[src/rtl/cc_posmonitor_pkg.sv]
// Shared definitions for the position monitor: compare modes and a width helper.
package cc_posmonitor_pkg;

  typedef enum logic [1:0] {
    MODE_ZERO = 2'b00,
    MODE_EQ   = 2'b01,
    MODE_GT   = 2'b10,
    MODE_LT   = 2'b11
  } posMode_t;

  // Constant ceiling log2; returns 0 for values <= 1.
  function automatic int clog2(input int value);
    int r;
    r = 0;
    while ((1 << r) < value) r++;
    return r;
  endfunction

endpackage

[src/rtl/cc_pos_debounce_ch.sv]
// One channel: raw compare against the staged reference, debounce counter,
// stable match state, entry event pulse and sticky flag.
module cc_pos_debounce_ch
  import cc_posmonitor_pkg::*;
#(
  parameter int DATAWIDTH     = 3,
  parameter int STABLE_CYCLES = 2
) (
  input  logic                 clk,
  input  logic                 rst,
  input  logic                 enable,
  input  logic                 clear,
  input  posMode_t             mode,
  input  logic [DATAWIDTH-1:0] refVal,
  input  logic [DATAWIDTH-1:0] data,
  output logic                 matchState,
  output logic                 eventPulse,
  output logic                 sticky,
  output logic                 stickyNext
);

  localparam int CNTWIDTH = clog2(STABLE_CYCLES) + 1;
  localparam logic [CNTWIDTH-1:0] LAST_CNT = CNTWIDTH'(STABLE_CYCLES - 1);

  logic                raw;
  logic [CNTWIDTH-1:0] cntReg, cntNext;
  logic                stateReg, stateNext;
  logic                eventReg, eventNext;
  logic                stickyReg;

  always_comb begin
    raw = 1'b0;
    case (mode)
      MODE_ZERO: raw = (data == '0);
      MODE_EQ:   raw = (data == refVal);
      MODE_GT:   raw = (data > refVal);
      MODE_LT:   raw = (data < refVal);
      default:   raw = 1'b0;
    endcase
  end

  // Any sample agreeing with the current state throws away accumulated credit.
  always_comb begin
    cntNext   = cntReg;
    stateNext = stateReg;
    eventNext = 1'b0;
    if (enable) begin
      if (raw == stateReg) begin
        cntNext = '0;
      end else if (cntReg == LAST_CNT) begin
        stateNext = raw;
        cntNext   = '0;
        eventNext = raw;
      end else begin
        cntNext = cntReg + 1'b1;
      end
    end
    stickyNext = (stickyReg & ~clear) | eventNext;
  end

  always_ff @(posedge clk or posedge rst) begin
    if (rst) begin
      cntReg    <= '0;
      stateReg  <= 1'b0;
      eventReg  <= 1'b0;
      stickyReg <= 1'b0;
    end else begin
      cntReg    <= cntNext;
      stateReg  <= stateNext;
      eventReg  <= eventNext;
      stickyReg <= stickyNext;
    end
  end

  assign matchState = stateReg;
  assign eventPulse = eventReg;
  assign sticky     = stickyReg;

endmodule

[src/rtl/cc_pos_monitor.sv]
// Multi-channel debounced position comparator: stage-1 input registers,
// per-channel debounce instances and the registered any-sticky summary.
module cc_pos_monitor
  import cc_posmonitor_pkg::*;
#(
  parameter int DATAWIDTH     = 3,
  parameter int CHANNELS      = 4,
  parameter int STABLE_CYCLES = 2
) (
  input  logic                          CC_POSMONITOR_CLOCK_50,
  input  logic                          CC_POSMONITOR_RESET_InHigh,
  input  logic                          CC_POSMONITOR_enable_InHigh,
  input  logic                          CC_POSMONITOR_clear_InHigh,
  input  logic [1:0]                    CC_POSMONITOR_mode_InBUS,
  input  logic [DATAWIDTH-1:0]          CC_POSMONITOR_ref_InBUS,
  input  logic [CHANNELS*DATAWIDTH-1:0] CC_POSMONITOR_data_InBUS,
  output logic [CHANNELS-1:0]           CC_POSMONITOR_T0_OutLow,
  output logic [CHANNELS-1:0]           CC_POSMONITOR_event_OutBUS,
  output logic [CHANNELS-1:0]           CC_POSMONITOR_sticky_OutBUS,
  output logic                          CC_POSMONITOR_any_OutHigh
);

  logic                          clk;
  logic                          rst;
  logic [CHANNELS*DATAWIDTH-1:0] dataReg;
  logic [DATAWIDTH-1:0]          refReg;
  posMode_t                      modeReg;
  logic [CHANNELS-1:0]           stateVec;
  logic [CHANNELS-1:0]           stickyNextVec;
  logic                          anyReg;

  assign clk = CC_POSMONITOR_CLOCK_50;
  assign rst = CC_POSMONITOR_RESET_InHigh;

  // Data, reference and mode are captured together so a compare never mixes stages.
  always_ff @(posedge clk or posedge rst) begin
    if (rst) begin
      dataReg <= '0;
      refReg  <= '0;
      modeReg <= MODE_ZERO;
    end else if (CC_POSMONITOR_enable_InHigh) begin
      dataReg <= CC_POSMONITOR_data_InBUS;
      refReg  <= CC_POSMONITOR_ref_InBUS;
      modeReg <= posMode_t'(CC_POSMONITOR_mode_InBUS);
    end
  end

  generate
    for (genvar gi = 0; gi < CHANNELS; gi++) begin : gCh
      cc_pos_debounce_ch #(
        .DATAWIDTH    (DATAWIDTH),
        .STABLE_CYCLES(STABLE_CYCLES)
      ) uCh (
        .clk       (clk),
        .rst       (rst),
        .enable    (CC_POSMONITOR_enable_InHigh),
        .clear     (CC_POSMONITOR_clear_InHigh),
        .mode      (modeReg),
        .refVal    (refReg),
        .data      (dataReg[gi*DATAWIDTH +: DATAWIDTH]),
        .matchState(stateVec[gi]),
        .eventPulse(CC_POSMONITOR_event_OutBUS[gi]),
        .sticky    (CC_POSMONITOR_sticky_OutBUS[gi]),
        .stickyNext(stickyNextVec[gi])
      );
    end
  endgenerate

  always_ff @(posedge clk or posedge rst) begin
    if (rst) anyReg <= 1'b0;
    else     anyReg <= |stickyNextVec;
  end

  assign CC_POSMONITOR_T0_OutLow   = ~stateVec;
  assign CC_POSMONITOR_any_OutHigh = anyReg;

endmodule
[config.mk]
export PLATFORM = sky130hd
export DESIGN_NAME = cc_pos_monitor
export DESIGN_NICKNAME = d
export VERILOG_FILES = /design/src/rtl/cc_posmonitor_pkg.sv /design/src/rtl/cc_pos_debounce_ch.sv /design/src/rtl/cc_pos_monitor.sv
export SDC_FILE = /design/constraint.sdc
export NUM_CORES = 1
export LEC_CHECK = 0
export ABC_AREA = 1
export CAP_MARGIN = 20
export CORE_MARGIN = 10
export CORE_UTILIZATION = 50
export DETAILED_ROUTE_END_ITERATION = 16
export DONT_BUFFER_PORTS = 1
export MAX_ROUTING_LAYER = met4
export PLACE_DENSITY = 0.68
export SLEW_MARGIN = 15
export SYNTH_ARGS = -nofsm -noshare
export SYNTH_HDL_FRONTEND = slang
export SYNTH_HIERARCHICAL = 1
export SYNTH_SLANG_ARGS = --single-unit
[constraint.sdc]
create_clock -name CC_POSMONITOR_CLOCK_50 -period 2.2 [get_ports CC_POSMONITOR_CLOCK_50]
set_clock_uncertainty 0.05 [all_clocks]
set_input_delay 0.44 -clock CC_POSMONITOR_CLOCK_50 [delete_from_list [all_inputs] [get_ports CC_POSMONITOR_CLOCK_50]]
set_output_delay 0.44 -clock CC_POSMONITOR_CLOCK_50 [all_outputs]
set_load 0.02 [all_outputs]
==> metrics.yaml, run 1 <==
placement:
  place_hpwl_mm: 3.292
  port_buffers: 0
  place_area_um2: 2232
  gp_congestion: 0.8109
  place_ws_ns: 0.4455
synthesis:
  avgSynthCellArea_um2: 8.085
  syn-cell-area_um2: 2207
  synthesis.nets: 306
  synth_top_area_share_pct: 43.08
  yosys.area.top_type: "dfrtp_1"
  ys_ff_latch: 38
  synth-xor-area-share_pct: 0
  synth-seq-area-share_pct: 43.08
  yosys.cell_types.count: 19
  synth_mux_area_share_pct: 0
  synth_compound_area_share_pct: 5.669
  syn_inst: 273
  synth_top_family_by_area: "simple AND/OR/NAND/NOR gates"
  yosys_warnings: 6
  synthSimpleGateAreaFrac_pct: 31.07
  synth_area_leaders: "dfrtp_1 (43%), nand2_1 (13%), inv_1 (11%)"
  synth_fa_ha_area_share_pct: 6.803
global_routing:
  grt_pass1_wl_mm: 7.389
  grt_max_degree: 35
  grt_pass1_vias: 1689
  grt.overflow.total: 0
  grt_usage_pct: 12.41
  grt_antenna_before_repair: 0
drt:
  drtAntennaViolNets: 0
  vias: 1611
  top_layer: "met4"
  drtIter0Drc: 45
  wirelength_mm: 4.192
  post_drt_wl_per_cell_um: 12.66
  wl_met1_mm: 1.947
  drtPass1Iterations: 4
  post_drt_via_cell_ratio: 4.867
  wl_met3_um: 157
  drc: 0
  dr_wl_met2_mm: 2.026
setup_path:
  crit_required_ns: 2.33
  r2r-start: "refReg[2]$_DFFE_PP0P_"
  criticalPathCategory: "register to register"
  cp-end-kind: "register"
  r2r_end: "CC_POSMONITOR_any_OutHigh$_DFF_PP0_"
  reg2reg_depth: 11
  r2r_setup_slack_ns: 0.44
  start_kind: "register"
  path_max_fanout: 5
  cp.arrival_ns: 1.89
  crit_start: "refReg[2]$_DFFE_PP0P_"
die:
  rows: 24
  ios: 34
  fp.dieArea_um2: 7472
  chipWidth_um: 86.44
  start_util_pct: 51.04
  die_y_um: 86.44
  core_um2: 4324
finish:
  drive_above_1_share_pct: 17.92
  area_growth_pct: 5.896
  final_area_um2: 2337
  fin_util_pct: 54.05
  fillers: 429
  nets: 311
  layout_common_cells: "nand2_1 (75), inv_1 (65), dfrtp_1 (38)"
  diodes: 0
  final_common_cell: "nand2_1"
sta:
  rsz0062_at_grt: "false"
  period_share_pct: 80.00
  fin_ws_ns: 0.4400
  min_period_ns: 1.760
  fin_setup_tns_ns: 0
  hold-worst-slack_ns: 0.09280
  worst_pin_slew_ns: 0.7042
  setup_viol: 0
  fmax_mhz: 568.2
  final_max_slew_viol_count: 0
  relSlewSlack_pct: 53.00
  hold_violations: 0
pwr:
  leakage_nw: 1.357
  p_per_area_nw_per_um2: 922.1
  peakVddDrop_v: 0.0004511
outcome:
  status: "complete, no violations"
clock_network:
  clock_latency_ns: 0.29
  clockBufferDepth: 2
  cts_tree: "built"
  path_clk_slew_ns: 0.08
  cts_htree_levels: 2
  root_buffer: "clkbuf_8"
  numCtsBuffers: 5
  cts_sinks: 38
run:
  max_cap_violations: 0
worst_hold_path:
  hold_path.class: "primary input to async pin"
[per-stage QoR]
stage               cells  total power, mW
floorplan             273            1.554
global placement      322            1.657
detailed placement    322            1.675
CTS                   331            2.181
global route          331            2.321
finish                331            2.155
[cells in the mapped netlist]
master / instances
nand4_2: 4
nand3_1: 16
o21ai_1: 4
inv_8: 1
nand4_1: 4
clkbuf_8: 1
ha_1: 12
nand3_2: 8
dfrtp_1: 38
buf_6: 1
nand2_2: 17
buf_8: 1
nor2_2: 4
nor2_1: 10
a21boi_2: 4
a31oi_1: 4
o21ai_2: 4
nand2_1: 75
inv_1: 65
[registers in the layout, indices dropped and copies added, names as in the netlist]
register and cells:
refReg 3, CC_POSMONITOR_any_OutHigh 1, gCh.uCh/cntReg 8, gCh.uCh/matchState 4, modeReg 2, dataReg 12, gCh.uCh/sticky 4, gCh.uCh/eventPulse 4
[what timing repair did]
| action | 4_1_cts | 5_1_grt |
|---|---|---|
| endpoints found under the hold margin | 20 | 0 |
| gates resized for setup | 0 | 0 |
| hold buffers | 1 | 0 |
| setup buffers | 0 | 0 |
[worst max-delay path, stage by stage (launching register included)]
cell     delay, ns
dfrtp_1       0.42
inv_1         0.07
ha_1          0.33
nand3_1       0.10
nand3_2       0.08
nand3_1       0.10
nand2_2       0.10
inv_1         0.05
nand4_2       0.08
o21ai_1       0.10
nor2_1        0.11
nand2_1       0.05
[cell families after synthesis]
| group | Yosys count |
|---|---|
| flops | 38 |
| buf+inv | 69 |
| simple gates | 138 |
| compound gates | 16 |
| fa+ha+maj | 12 |
[report_power, final]
group	internal [mW]	leakage, nW	switching (mW)
clock network	0.252	0.0472	0.249
registers	0.833	0.485	0.147
logic	0.227	0.825	0.446
total	1.31	1.36	0.842
[area by class of cell]
cell class | instances | area [µm²] | share of cell area, %
Tap cell | 52 | 65.06 | 2.784
Clock inverter | 2 | 12.51 | 0.5353
Inverter | 66 | 255.2 | 10.92
Clock buffer | 6 | 82.58 | 3.533
Timing Repair Buffer | 1 | 10.01 | 0.4283
Sequential cell | 38 | 950.9 | 40.69
Multi-Input combinational cell | 166 | 960.9 | 41.11
[routing by layer]
metal / global-route usage (%) / vias to the layer above
met3: 3.377 / 8
met5: - / -
met4: 4.713 / 0
li1: - / 839
met2: 20.00 / 31
met1: 14.40 / 733
[worst max-delay path by stage]
stage,end,slack (ns),depth (start not counted)
final,CC_POSMONITOR_any_OutHigh$_DFF_PP0_,0.44,11
after global routing,CC_POSMONITOR_any_OutHigh$_DFF_PP0_,0.26,11
after CTS,CC_POSMONITOR_any_OutHigh$_DFF_PP0_,0.43,11
after detailed placement,CC_POSMONITOR_any_OutHigh$_DFF_PP0_,0.45,11
after global placement,CC_POSMONITOR_any_OutHigh$_DFF_PP0_,0.46,11
after floorplan,CC_POSMONITOR_any_OutHigh$_DFF_PP0_,0.62,12
No activity file was read; power rests on OpenSTA's default activity.
==> inputs of run 2 (changes only) <==
--- a/config.mk
+++ b/config.mk
@@ -12,7 +12,7 @@
 export DETAILED_ROUTE_END_ITERATION = 16
 export DONT_BUFFER_PORTS = 1
 export MAX_ROUTING_LAYER = met4
-export PLACE_DENSITY = 0.68
+export PLACE_DENSITY = 0.71
 export SLEW_MARGIN = 15
 export SYNTH_ARGS = -nofsm -noshare
 export SYNTH_HDL_FRONTEND = slang
==> constraint.sdc (replaced) <==
create_clock -name CC_POSMONITOR_CLOCK_50 -period 1.5 [get_ports CC_POSMONITOR_CLOCK_50]
set_clock_uncertainty 0.05 [all_clocks]
set_input_delay 0.3 -clock CC_POSMONITOR_CLOCK_50 [delete_from_list [all_inputs] [get_ports CC_POSMONITOR_CLOCK_50]]
set_output_delay 0.3 -clock CC_POSMONITOR_CLOCK_50 [all_outputs]
set_load 0.02 [all_outputs]
==> metrics.yaml, run 2 (synthesis gave the netlist of run 1 again) <==
outcome:
  status: "finished with violations"
  violations: "setup timing"
finish:
  area_growth_pct: 29.25
  largest_reg_flops: 12  # unchanged
  multi_input_area_um2: 1204  # +25%
  nets: 338  # +8.7%
  fin_util_pct: 65.97  # +12 points
  drive_above_1_share_pct: 41.83  # +24 points
  seqCellArea_um2: 954.7  # +0.39%
  final_common_cell: "nand2_1"
  diodes: 0  # unchanged
  fillers: 352  # -18%
  reg.largest.list: "dataReg (12), gCh.uCh/cntReg (8)"
  final_cells: 358  # +8.2%
  largest_register: "dataReg"
  layout_common_cells: "nand2_1 (68), inv_1 (50), dfrtp_1 (35)"
setup_path:
  start_kind: "register"
  path_max_fanout: 5  # unchanged
  criticalPathCategory: "register to register"
  cp.arrival_ns: 1.78  # -0.11 ns
  crit_required_ns: 1.64  # -0.69 ns
  cp-end-kind: "register"
sta:
  final_max_slew_viol_count: 0  # unchanged
  hold_violations: 0  # unchanged
  relSlewSlack_pct: 81.82  # +29 points
  setup_viol: 19  # +19
  fin_setup_tns_ns: -1.317  # -1.317 ns
  period_share_pct: 109.4  # +29 points
  fmax_mhz: 609.6  # +7.3%
  worst_pin_slew_ns: 0.2717  # -0.4325 ns
  min_period_ns: 1.640  # -0.1197 ns
  fin_ws_ns: -0.1403  # -0.5803 ns
  rsz0062_at_grt: "true"
pwr:
  leakage_nw: 1.523  # +12%
  switching_power_mw: 1.435  # +70%
  intPower_mw: 2.498  # +90%
  pwr-share-comb_pct: 35.5  # +4.2 points
  p_clk_share_pct: 27.4  # +4.1 points
  total_power_mw: 3.933  # +83%
  switching_share_pct: 36.49  # -2.6 points
  seq_power_share_pct: 37.0  # -8.5 points
  p_per_area_nw_per_um2: 1379  # +50%
  peakVddDrop_v: 0.0006587  # +46%
drt:
  post_drt_wl_per_cell_um: 13.35  # +5.4%
  vias: 1725  # +7.1%
  drtAntennaViolNets: 0  # unchanged
  drc: 0  # unchanged
  drtIter0Drc: 83  # +84%
  wirelength_mm: 4.779  # +14%
  drtPass1Iterations: 4  # unchanged
  post_drt_via_cell_ratio: 4.818  # -1.0%
placement:
  dp_cells: 346  # +7.5%
  port_buffers: 0  # unchanged
  place_hpwl_mm: 3.512  # +6.7%
  gp_congestion: 0.8317  # +2.6%
global_routing:
  grt_pass1_wl_mm: 8.514  # +15%
  grt_pass1_vias: 1955  # +16%
  grt_usage_pct: 14.50  # +2.1 points
  grt_antenna_before_repair: 0  # unchanged
  grt_max_degree: 35  # unchanged
  grt.overflow.total: 0  # unchanged
clock_network:
  cts_htree_levels: 2  # unchanged
  clock_latency_ns: 0.29  # about the same
  clockBufferDepth: 2  # unchanged
  path_clk_slew_ns: 0.08  # about the same
  root_buffer: "clkbuf_8"
  cts_sinks: 38  # unchanged
  cts_tree: "built"
  numCtsBuffers: 5  # unchanged
die:
  die_y_um: 86.44  # unchanged
  rows: 24  # unchanged
  start_util_pct: 51.04  # unchanged
  fp.dieArea_um2: 7472  # unchanged
  chipWidth_um: 86.44  # unchanged
  core_um2: 4324  # unchanged
  ios: 34  # unchanged
worst_hold_path:
  hold_path.class: "primary input to register"
run:
  max_cap_violations: 0  # unchanged
[run 2: changes by cell type in the layout (fill, tap and decap cells not counted), moves of 6 or more]
cell,change
nand2_1,-7
inv_1,-15
nand3_1,-14
nand2_2,+6
buf_4,+22
ha_4,+8
inv_2,+15
ha_1,-8
nand3_2,+14
[run 2: final cells by class]
class	count	share of cell area [%]
clock inverter	2	2.105
sequential	38	33.46
multi-input combinational	166	42.19
inverter	66	8.947
tap	52	2.281
clock buffer	6	2.895
timing repair buffer	28	8.114
[run 2: power by group through the flow]
stage	Sequential, mW	Combinational (mW)	Clock (mW)
global route	1.49	1.58	1.15
detailed placement	1.47	1.21	0
finish	1.46	1.40	1.08
global placement	1.47	1.17	0
floorplan	1.42	0.944	0
CTS	1.46	1.35	1.11
[run 2: per-layer routing]
metal | routed length (µm) | GRT usage [%] | vias up
met5 | 0 | - | -
met4 | 48 | 4.566 | 0
met3 | 170 | 3.565 | 5
met2 | 2526 | 25.84 | 20
met1 | 2034 | 15.34 | 805
li1 | - | - | 895
[run 2: path summary, 6_finish.rpt]
kind                                                  start                                   to  slack, ns  depth (start not counted)
setup / recovery                      refReg[2]$_DFFE_PP0P_  CC_POSMONITOR_any_OutHigh$_DFF_PP0_      -0.14                         11
hold / removal                  CC_POSMONITOR_enable_InHigh     gCh[1].uCh/cntReg[1]$_DFFE_PP0P_       0.02                          1
setup reg to reg                      refReg[2]$_DFFE_PP0P_  CC_POSMONITOR_any_OutHigh$_DFF_PP0_      -0.14                         11
hold reg to reg            gCh[0].uCh/cntReg[0]$_DFFE_PP0P_     gCh[0].uCh/cntReg[0]$_DFFE_PP0P_       0.44                          2
max in group asynchronous        CC_POSMONITOR_RESET_InHigh                refReg[2]$_DFFE_PP0P_       0.62                          3
min in group asynchronous        CC_POSMONITOR_RESET_InHigh  CC_POSMONITOR_any_OutHigh$_DFF_PP0_       0.34                          2
[run 2: timing repair]
item                                    in CTS  in global routing
endpoints found under the setup margin      21                 21
gates resized for setup                     27                 11
setup buffers                                3                  0
hold buffers                                 1                  0
hold endpoints to repair                    38                  0
pin swaps                                   24                 14
[run 2: metrics by stage]
stage | area [µm²] | hold WS (ns) | worst slack [ns]
6_report | 2853 | 0.02420 | -0.1403
3_5_place_dp | 2552 | -0.002663 | -0.2149
5_1_grt | 2853 | 0.009755 | -0.2624
3_3_place_gp | 2552 | -0.004976 | -0.1922
4_1_cts | 2823 | 0.01235 | -0.1089
2_1_floorplan | 2347 | 0.02852 | -0.03251
[run 2: critical path: stages, from the launching register on]
cell	delay (ns)
dfrtp_2	0.44
inv_2	0.06
ha_4	0.29
nand3_1	0.07
nand2_1	0.08
nand3_2	0.12
nand2_4	0.10
inv_2	0.04
nand4_4	0.06
o21ai_2	0.07
nor2_1	0.11
nand2_1	0.06
==> inputs of run 3 (changes only) <==
--- a/config.mk
+++ b/config.mk
@@ -5,10 +5,11 @@
 export SDC_FILE = /design/constraint.sdc
 export NUM_CORES = 1
 export LEC_CHECK = 0
-export ABC_AREA = 1
+export ABC_CLOCK_PERIOD_IN_PS = 1500
 export CAP_MARGIN = 20
 export CORE_MARGIN = 10
 export CORE_UTILIZATION = 50
+export CTS_CLUSTER_DIAMETER = 60
 export DETAILED_ROUTE_END_ITERATION = 16
 export DONT_BUFFER_PORTS = 1
 export MAX_ROUTING_LAYER = met4
==> metrics.yaml, run 3 <==
worst_hold_path:
  worst_hold_path.num_cells: 1  # unchanged
  hp-start: "CC_POSMONITOR_clear_InHigh"
  hold_path.class: "primary input to register"
  min_to: "gCh[1].uCh/sticky$_DFF_PP0_"
clock_network:
  root_buffer: "clkbuf_8"
  cts_tree: "built"
  path_clk_slew_ns: 0.08  # about the same
  cts_htree_levels: 2  # unchanged
  clock_latency_ns: 0.29  # about the same
  numCtsBuffers: 5  # unchanged
  clockBufferDepth: 2  # unchanged
  cts_sinks: 38  # unchanged
synthesis:
  yosys_warnings: 6  # unchanged
  synth-edff-count: 0  # unchanged
  synth_area_leaders: "dfrtp_1 (42%), ha_1 (6.6%), mux2_4 (6.6%)"
  ys_top_cells_by_count: "dfrtp_1 (38), inv_1 (25), nand3_1 (16)"
  ys_ff_latch: 38  # unchanged
  syn_inst: 207  # -24%
  avgSynthCellArea_um2: 10.93  # +35%
  synth-seq-area-share_pct: 42.01  # -1.1 points
  yosys.cell_types.count: 24  # +5
  yosys.area.top_type: "dfrtp_1"
  syn-cell-area_um2: 2263  # +2.6%
  synthesis.nets: 240  # -22%
  synth_top_area_share_pct: 42.01  # -1.1 points
  async_reset_ff_share_pct: 100.0  # unchanged
  yosys_most_used_dff: "dfrtp_1"
  yosysMostFrequentCell: "dfrtp_1"
die:
  core_um2: 4384  # +1.4%
  rows: 24  # unchanged
  ios: 34  # unchanged
  die_y_um: 87.28  # +0.97%
  start_util_pct: 51.63  # +0.59 points
  fp.dieArea_um2: 7618  # +2.0%
  chipWidth_um: 87.28  # +0.97%
sta:
  fmax_mhz: 443.3  # -27%
  min_period_ns: 2.256  # +0.6155 ns
  hold_violations: 0  # unchanged
  rsz0062_at_grt: "true"
  period_share_pct: 150.4  # +41 points
  hold-worst-slack_ns: 0.05191  # +0.02772 ns
  final_max_slew_viol_count: 0  # unchanged
  relSlewSlack_pct: 52.90  # -29 points
  worst_pin_slew_ns: 0.7057  # +0.4340 ns
  setup_viol: 21  # +2
  fin_ws_ns: -0.7559  # -0.6155 ns
global_routing:
  grt.overflow.total: 0  # unchanged
  grt_pass1_wl_mm: 9.128  # +7.2%
  grt_usage_pct: 15.55  # +1.1 points
  grt_antenna_before_repair: 0  # unchanged
  grt_pass1_vias: 1900  # -2.8%
  grt_max_degree: 38  # +8.6%
setup_path:
  max_stage_delay_ns: 0.52  # +0.08 ns
  r2r_end: "CC_POSMONITOR_any_OutHigh$_DFF_PP0_"
  criticalPathCategory: "register to register"
  r2r-start: "refReg[1]$_DFFE_PP0P_"
  r2r_setup_slack_ns: -0.76  # -0.62 ns
  cp.arrival_ns: 2.37  # +0.59 ns
  crit_buf_inv: 1  # -1
  critPathTopFamily: "simple AND/OR/NAND/NOR gates"
  reg2reg_depth: 8  # -3
  cp_slowest_cell: "or4_1"
  path_cells: "inv_2 > ha_4 > nand2_2 > o21ai_2 > mux2_4 > a21oi_4 > o32ai_2 > or4_1"
  cp-end-kind: "register"
  path_max_fanout: 5  # unchanged
  start_kind: "register"
  crit_required_ns: 1.61  # -0.03 ns
placement:
  gp_congestion: 0.8032  # -3.4%
  dp_cells: 293  # -15%
  port_buffers: 0  # unchanged
  place_area_um2: 2691  # +5.4%
  place_hpwl_mm: 4.151  # +18%
finish:
  nets: 290  # -14%
  area_growth_pct: 34.16
  largest_register: "dataReg"
  largest_reg_flops: 12  # unchanged
  drive_above_1_share_pct: 51.55  # +9.7 points
  final_area_um2: 3037  # +6.4%
  fillers: 306  # -13%
  final_common_cell: "buf_4"
  diodes: 0  # unchanged
  final_cells: 310  # -13%
  layout_common_cells: "buf_4 (38), dfrtp_1 (35), inv_1 (18)"
  reg.largest.list: "dataReg (12), gCh.uCh/cntReg (8)"
drt:
  dr_wl_met2_mm: 2.974  # +18%
  wirelength_mm: 5.716  # +20%
  wl_met3_um: 267  # +57%
  top_layer: "met4"
  drc: 0  # unchanged
  wl_met1_mm: 2.429  # +19%
  drtAntennaViolNets: 0  # unchanged
  drtPass1Iterations: 4  # unchanged
  post_drt_via_cell_ratio: 5.919  # +23%
  drtIter0Drc: 100  # +20%
  vias: 1835  # +6.4%
  post_drt_wl_per_cell_um: 18.44  # +38%
outcome:
  status: "finished with violations"
  violations: "setup timing"
pwr:
  peakVddDrop_v: 0.0007844  # +19%
  total_power_mw: 3.770  # -4.1%
  p_per_area_nw_per_um2: 1242  # -9.9%
  leakage_nw: 1.357  # -11%
run:
  max_cap_violations: 0  # unchanged
-- run 3: cell count changes after synthesis, sizes merged, moves of 12 or more --
cell,delta
nand3b,+12
a21oi,+16
nor2,-14
inv,-41
nand2,-84
mux2,+21
-- run 3: kinds of logic (layout without fill, tap and decap cells) --
group,count (synthesis),in the layout,share of synthesized area [%]
multiplexers,21,21,12.11
AND/OR/NAND/NOR,65,65,18.02
AO/OA/AOI/OAI,44,44,15.70
flip-flops,38,38,42.01
buffers and inverters,27,78,5.528
adder cells (fa/ha/maj),12,12,6.633
-- run 3: metal layers --
layer / global-route usage, % / vias up
met2: 25.86 / 46
met1: 17.35 / 926
met5: - / -
met4: 4.638 / 0
met3: 4.963 / 6
li1: - / 857
-- run 3: worst max-delay path by stage --
stage | startpoint | to | slack, ns | cells after the start
after floorplan | refReg[2]$_DFFE_PP0P_ | CC_POSMONITOR_any_OutHigh$_DFF_PP0_ | -0.68 | 8
final | refReg[1]$_DFFE_PP0P_ | CC_POSMONITOR_any_OutHigh$_DFF_PP0_ | -0.76 | 8
after CTS | refReg[1]$_DFFE_PP0P_ | CC_POSMONITOR_any_OutHigh$_DFF_PP0_ | -0.69 | 8
after global routing | refReg[2]$_DFFE_PP0P_ | CC_POSMONITOR_any_OutHigh$_DFF_PP0_ | -0.83 | 8
after detailed placement | refReg[1]$_DFFE_PP0P_ | CC_POSMONITOR_any_OutHigh$_DFF_PP0_ | -0.80 | 8
after global placement | refReg[1]$_DFFE_PP0P_ | CC_POSMONITOR_any_OutHigh$_DFF_PP0_ | -0.74 | 8
-- run 3: cell type report --
cell class | count | area (µm²) | share of cell area (%)
clock buffers | 6 | 82.58 | 2.719
flip-flops and latches | 38 | 957.2 | 31.52
repair buffers | 45 | 362.8 | 11.95
well taps | 52 | 65.06 | 2.143
multi-input cells | 142 | 1463 | 48.17
inverters | 25 | 93.84 | 3.090
clock inverters | 2 | 12.51 | 0.4120
-- run 3: timing repair --
action,4_1_cts,5_1_grt
buffers inserted,6,3
pin swaps,10,11
gates cloned,0,0
endpoints found under the hold margin,38,0
endpoints found under the setup margin,21,21
gates resized for setup,29,11
hold buffers,1,0
-- run 3: worst register-to-register path, cell delays in order (launching register included) --
cell	delay, ns
dfrtp_2	0.43
inv_2	0.06
ha_4	0.27
nand2_2	0.06
o21ai_2	0.14
mux2_4	0.34
a21oi_4	0.17
o32ai_2	0.09
or4_1	0.52
-- run 3: stage by stage --
step                utilization (%)  worst slack (ns)  TNS, ns
finish                        69.26           -0.7559   -8.659
global route                  69.26           -0.8252   -10.29
floorplan                         -           -0.6786   -5.814
global placement              61.39           -0.7379   -7.322
CTS                           67.47           -0.6862   -7.907
detailed placement            61.39           -0.7961   -8.232
-- run 3: power by group --
| group | switching [mW] | total, mW | internal, mW |
|---|---|---|---|
| registers | 0.262 | 1.47 | 1.21 |
| clock network | 0.373 | 0.743 | 0.370 |
| logic | 0.762 | 1.55 | 0.791 |
| total | 1.40 | 3.77 | 2.37 |
